[src/rtl/id_ex_stage.sv]
// ID/EX pipeline register with load-use hazard detection.
// A load in EX whose rd feeds the decode slot inserts exactly one bubble; flush squashes the slot.
module id_ex_stage #(
  parameter int DATA_W = 32
) (
  input  logic              clk,
  input  logic              reset_n,
  input  logic              id_valid,
  input  logic [4:0]        id_rs1,
  input  logic [4:0]        id_rs2,
  input  logic [4:0]        id_rs3,
  input  logic [DATA_W-1:0] id_s1,
  input  logic [DATA_W-1:0] id_s2,
  input  logic [DATA_W-1:0] id_s3,
  input  logic [4:0]        id_rd,
  input  logic [DATA_W-1:0] id_imm,
  input  logic [5:0]        id_op,
  input  logic              id_is_load,
  input  logic              id_reg_write,
  input  logic              flush,
  output logic              stall_id,
  output logic              ex_valid,
  output logic              ex_is_load,
  output logic              ex_reg_write,
  output logic [DATA_W-1:0] ex_a,
  output logic [DATA_W-1:0] ex_b,
  output logic [DATA_W-1:0] ex_c,
  output logic [DATA_W-1:0] ex_imm,
  output logic [4:0]        ex_rd,
  output logic [5:0]        ex_op,
  output logic [15:0]       perf_bubbles
);

  logic              vld_p1, load_p1, wr_p1;
  logic [DATA_W-1:0] a_p1, b_p1, c_p1, imm_p1;
  logic [4:0]        rd_p1;
  logic [5:0]        op_p1;
  logic [15:0]       bubbles_p1;
  logic              hazard;
  logic              advance;

  function automatic logic [15:0] sat_inc(input logic [15:0] cnt);
    return (cnt == 16'hFFFF) ? cnt : cnt + 16'd1;
  endfunction

  // Register 0 is hardwired, so a load targeting it never creates a dependency.
  assign hazard   = vld_p1 & load_p1 & (rd_p1 != 5'd0) &
                    ((rd_p1 == id_rs1) | (rd_p1 == id_rs2) | (rd_p1 == id_rs3));
  assign stall_id = hazard & id_valid & ~flush;
  assign advance  = ~flush & ~stall_id;

  // ---- ID -> EX boundary (p1): control ----
  always_ff @(posedge clk or negedge reset_n) begin
    if (!reset_n) begin
      vld_p1     <= 1'b0;
      load_p1    <= 1'b0;
      wr_p1      <= 1'b0;
      bubbles_p1 <= 16'd0;
    end else if (!advance) begin
      vld_p1  <= 1'b0;
      load_p1 <= 1'b0;
      wr_p1   <= 1'b0;
      if (stall_id) bubbles_p1 <= sat_inc(bubbles_p1);
    end else begin
      vld_p1  <= id_valid;
      load_p1 <= id_valid & id_is_load;
      wr_p1   <= id_valid & id_reg_write;
    end
  end

  // ---- ID -> EX boundary (p1): data, held across bubbles and flushes ----
  always_ff @(posedge clk or negedge reset_n) begin
    if (!reset_n) begin
      a_p1   <= '0;
      b_p1   <= '0;
      c_p1   <= '0;
      imm_p1 <= '0;
      rd_p1  <= 5'd0;
      op_p1  <= 6'd0;
    end else if (advance) begin
      a_p1   <= id_s1;
      b_p1   <= id_s2;
      c_p1   <= id_s3;
      imm_p1 <= id_imm;
      rd_p1  <= id_rd;
      op_p1  <= id_op;
    end
  end

  assign ex_valid     = vld_p1;
  assign ex_is_load   = load_p1;
  assign ex_reg_write = wr_p1;
  assign ex_a         = a_p1;
  assign ex_b         = b_p1;
  assign ex_c         = c_p1;
  assign ex_imm       = imm_p1;
  assign ex_rd        = rd_p1;
  assign ex_op        = op_p1;
  assign perf_bubbles = bubbles_p1;

endmodule

[config.mk]
export PLATFORM = sky130hd
export DESIGN_NAME = id_ex_stage
export DESIGN_NICKNAME = d
export VERILOG_FILES = /design/src/rtl/id_ex_stage.sv
export SDC_FILE = /design/constraint.sdc
export NUM_CORES = 1
export LEC_CHECK = 0
export ABC_AREA = 1
export CAP_MARGIN = 25
export CORE_MARGIN = 2
export CORE_UTILIZATION = 37
export CTS_CLUSTER_DIAMETER = 40
export CTS_CLUSTER_SIZE = 10
export DETAILED_ROUTE_END_ITERATION = 7
export GPL_TIMING_DRIVEN = 0
export HOLD_SLACK_MARGIN = 0.08
export PLACE_DENSITY_LB_ADDON = 0.05
export SYNTH_ARGS = -nofsm -noshare
export SYNTH_HDL_FRONTEND = slang
export SYNTH_SLANG_ARGS = --single-unit
[constraint.sdc]
create_clock -name clk -period 1.6 [get_ports clk]
set_input_delay 0.4 -clock clk [delete_from_list [all_inputs] [get_ports clk]]
set_output_delay 0.4 -clock clk [all_outputs]
set_load 0.005 [all_outputs]
==> results.cfg <==
[status]
status = complete, but fails checks
failed_checks = negative setup slack

[global_routing]
grt_util_all_layers_pct = 22.2
global_route_wire_length_before_repair_microns = 33900
grt_max_degree = 89
vias_in_the_first_global_route = 6328
grt.overflow.total = 0
antenna_found_initial = 0

[route]
route.vias.total = 6483
dr.first_iter.drc_count = 262
route.antenna.remaining_nets = 0
first_pass_iters = 4
route.detailed.wl_per_inst_microns = 15.5
drcViolationCount = 0
vias_per_cell = 4.64
totalWireLength_microns = 21600

[synthesis]
synth_top_cells_by_area = sky130_fd_sc_hd__dfrtp_1 (58%), sky130_fd_sc_hd__nand2_1 (21%), sky130_fd_sc_hd__nand3_1 (11%), sky130_fd_sc_hd__xor2_1 (1.4%), sky130_fd_sc_hd__inv_1 (1.3%)
synth_compound_area_share_pct = 0
yosys.area.top_type = sky130_fd_sc_hd__dfrtp_1
yosys_warnings = 0
synth-seq-area-share_pct = 58.3
number_of_unique_standard_cell_types_used_by_synthesis = 20
area_fraction_in_and_or_nand_and_nor_cells_after_synthesis_pct = 34.1
synth_top_family_by_area = simple AND/OR/NAND/NOR gates
synthDominantCellAreaShare_pct = 58.3
syn_area_sq_mm = 0.00679
yosys.area_share.xor_xnor_pct = 2.32
post_synthesis_adder_cell_area_fraction_pct = 0.184
netlist_instances = 808
ys_ff_latch = 158
postSynthAreaPerCell_sq_um = 8.40
number_of_nets_produced_by_synthesis = 969
synthMuxAreaShare_pct = 0

[floorplanning]
initial_utilization_pct = 37.8
i_o_pin_count = 319
placement_rows = 49
die_height_microns = 139
design.core.area_sq_mm = 0.0180
floorplan.die_area_sq_mm = 0.0194
die-width_microns = 139

[final_layout]
final_core_utilization_pct = 61.6
finalNetCount = 1315
share_of_cells_above_drive_strength_1_pct = 8.74
total_non_filler_cell_area_in_the_finished_layout_sq_mm = 0.0111
layout.filler_cells = 1611
areaGrowthSynthToFinish_pct = 63.2
num_antenna_cells = 0

[setup_path]
cp_num_buf_inv = 4
cp_cell_sequence = clkdlybuf4s50_1, nand2_2, inv_2, nor2_1, nor2_1, nand3_1, nand3_2, nand3_2, inv_1, buf_2
worst_path_largest_cell_delay_ns = 0.54
timing.critical_path.fanout_max = 2
endpoint_kind = output port
worst_ep_required_time_ns = 1.20
criticalPathCategory = in -> out
type_of_element_launching_the_critical_path = primary input
crit_slowest_cell = sky130_fd_sc_hd__clkdlybuf4s50_1
critPathTopFamily = buffers and inverters
worst-endpoint-arrival_ns = 1.68

[timing]
final_period_minus_worst_setup_slack_ns = 2.08
max_slew.worst_pin.slew_ns = 0.775
final_min_period_over_clock_period_pct = 130
max_freq_ghz = 0.481
rsz0062_at_grt = yes
finish_stage_setup_viols = 262
slew_viol_final = 0
post-route-worst-setup-slack_ns = -0.479
skew_ns = 0.00955
final_hold_viol_count = 0
fin_setup_tns_ns = -51.23
max-slew-margin-rel_pct = 48.3

[cts]
number_of_buffers_created_by_cts = 17
htreeDepth = 4
worst_skew_pair.late_latency_ns = 0.42
cts.reportedPaths.clkPinSlew_ns = 0.06
cts_buffer_depth = 2
root_buffer = sky130_fd_sc_hd__clkbuf_16
clock_sinks = 158
cts_tree = yes

[power_and_ir_drop]
power_density_mw_per_mm2 = 911
ir_drop_mv = 0.737
total_leakage_power_uw = 0.00582

[place]
post-dp-hpwl_microns = 15700
placed_cell_area_sq_mm = 0.0103
io_buffers = 318
gp_congestion = 0.819

[hold_path]
hold_path.class = reg -> reg

[run]
cap_violations = 0
[synthesized netlist by cell type]
library cell / instances
sky130_fd_sc_hd__clkinv_1: 1
sky130_fd_sc_hd__buf_2: 17
sky130_fd_sc_hd__nand2_2: 2
sky130_fd_sc_hd__nor2_4: 1
sky130_fd_sc_hd__nand4_2: 1
sky130_fd_sc_hd__nor2_1: 22
sky130_fd_sc_hd__nand3_1: 149
sky130_fd_sc_hd__xor2_1: 11
sky130_fd_sc_hd__xnor2_1: 7
sky130_fd_sc_hd__nor3_1: 2
sky130_fd_sc_hd__nand4_1: 2
sky130_fd_sc_hd__buf_4: 11
sky130_fd_sc_hd__nand3_2: 2
sky130_fd_sc_hd__clkbuf_1: 20
sky130_fd_sc_hd__ha_1: 1
sky130_fd_sc_hd__nor2_2: 1
sky130_fd_sc_hd__dfrtp_1: 158
sky130_fd_sc_hd__inv_2: 4
sky130_fd_sc_hd__inv_1: 23
sky130_fd_sc_hd__nand2_1: 373
[flip-flops by register name, summed over array words and instances, names as in the netlist]
name and flops:
perf_bubbles 16, ex_is_load 1, ex_op 6, ex_reg_write 1, ex_b 32, ex_imm 32, ex_valid 1, ex_a 32
ex_c 32, ex_rd 5
[routing by layer]
metal	GRT usage [%]	share of wire (%)
met4	8.45	2.8
met2	36.8	48
met1	26.8	42
met5	0	0
met3	7.67	7.3
[layout by cell type (no fill, tap or decap), types with 2 or more instances in the layout]
cell type and count:
sky130_fd_sc_hd__buf_8 2, sky130_fd_sc_hd__nand2_4 2, sky130_fd_sc_hd__buf_6 8, sky130_fd_sc_hd__clkbuf_1 14, sky130_fd_sc_hd__xnor2_1 7, sky130_fd_sc_hd__buf_2 11
sky130_fd_sc_hd__nand3_1 147, sky130_fd_sc_hd__clkinvlp_4 2, sky130_fd_sc_hd__dfrtp_1 151, sky130_fd_sc_hd__clkinv_4 5, sky130_fd_sc_hd__nand2_1 371, sky130_fd_sc_hd__dlymetal6s2s_1 32
sky130_fd_sc_hd__inv_6 4, sky130_fd_sc_hd__nand2_2 2, sky130_fd_sc_hd__clkdlybuf4s50_1 261, sky130_fd_sc_hd__dfrtp_2 7, sky130_fd_sc_hd__xor2_1 11, sky130_fd_sc_hd__buf_4 19
sky130_fd_sc_hd__clkbuf_16 17, sky130_fd_sc_hd__nor2_1 19, sky130_fd_sc_hd__inv_2 5, sky130_fd_sc_hd__nor2_4 4, sky130_fd_sc_hd__clkinv_2 3, sky130_fd_sc_hd__nor3_1 2
sky130_fd_sc_hd__nand4_1 2, sky130_fd_sc_hd__nand3_2 4, sky130_fd_sc_hd__inv_1 22, sky130_fd_sc_hd__dlygate4sd2_1 23
[where the power goes]
part | internal, uW | switching [uW]
registers | 4310 | 185
clock network | 2050 | 1740
logic | 1080 | 713
[tightest hold or removal path, stage by stage, from the launching register on]
cell	delay, ns
sky130_fd_sc_hd__dfrtp_1	0.33
sky130_fd_sc_hd__nand2_1	0.05
sky130_fd_sc_hd__nand2_1	0.05
[per-stage QoR]
stage                     power [uW]  setup slack (ns)  cells  hold slack (ns)
after CTS                      10200            -0.500   1393            0.473
final                          10100            -0.479   1396            0.464
after floorplan                 5070           -0.0454    808            0.104
after global routing           10600            -0.577   1396            0.491
after detailed placement        6390            -0.903   1356            0.395
after global placement          6360             -6.62   1355            0.453
[path summary, 6_finish.rpt]
| kind | slack [ns] | end | depth (start not counted) | startpoint |
|---|---|---|---|---|
| setup reg to reg | -0.39 | perf_bubbles[13]$_DFFE_PN0P_ | 13 | ex_rd[0]$_DFFE_PN0P_ |
| max in group asynchronous | 0.25 | ex_imm[20]$_DFFE_PN0P_ | 3 | reset_n |
| min in group asynchronous | 0.51 | ex_op[3]$_DFFE_PN0P_ | 2 | reset_n |
| setup / recovery | -0.48 | stall_id | 10 | id_rs2[0] |
| hold reg to reg | 0.46 | ex_imm[31]$_DFFE_PN0P_ | 2 | ex_imm[31]$_DFFE_PN0P_ |
| hold / removal | 0.46 | ex_imm[31]$_DFFE_PN0P_ | 2 | ex_imm[31]$_DFFE_PN0P_ |
[what timing repair did]
action                     4_1_cts  5_1_grt
setup endpoints to repair      317      296
pin swaps                        6        9
resized for setup               54       48
hold endpoints to repair        70        0
buffers inserted                 4        3
cloned                           0        0
hold buffers                     1        0
[final cells by class]
| type | count | area, sq um | area share (%) |
|---|---|---|---|
| Sequential cell | 158 | 3960 | 35.8 |
| Timing Repair Buffer | 327 | 3320 | 30.0 |
| Multi-Input combinational cell | 574 | 2530 | 22.9 |
| Clock buffer | 18 | 439 | 3.97 |
| Buffer | 48 | 314 | 2.84 |
| Tap cell | 229 | 287 | 2.59 |
| Clock inverter | 14 | 109 | 0.983 |
| Inverter | 28 | 105 | 0.949 |
[cell families (layout without fill, tap and decap cells)]
group | Yosys count | count (layout)
XOR/XNOR | 18 | 18
adder cells (fa/ha/maj) | 1 | 1
buffers and inverters | 76 | 435
flip-flops | 158 | 158
AND/OR/NAND/NOR | 555 | 555
Power figures use the tool's default switching activity.
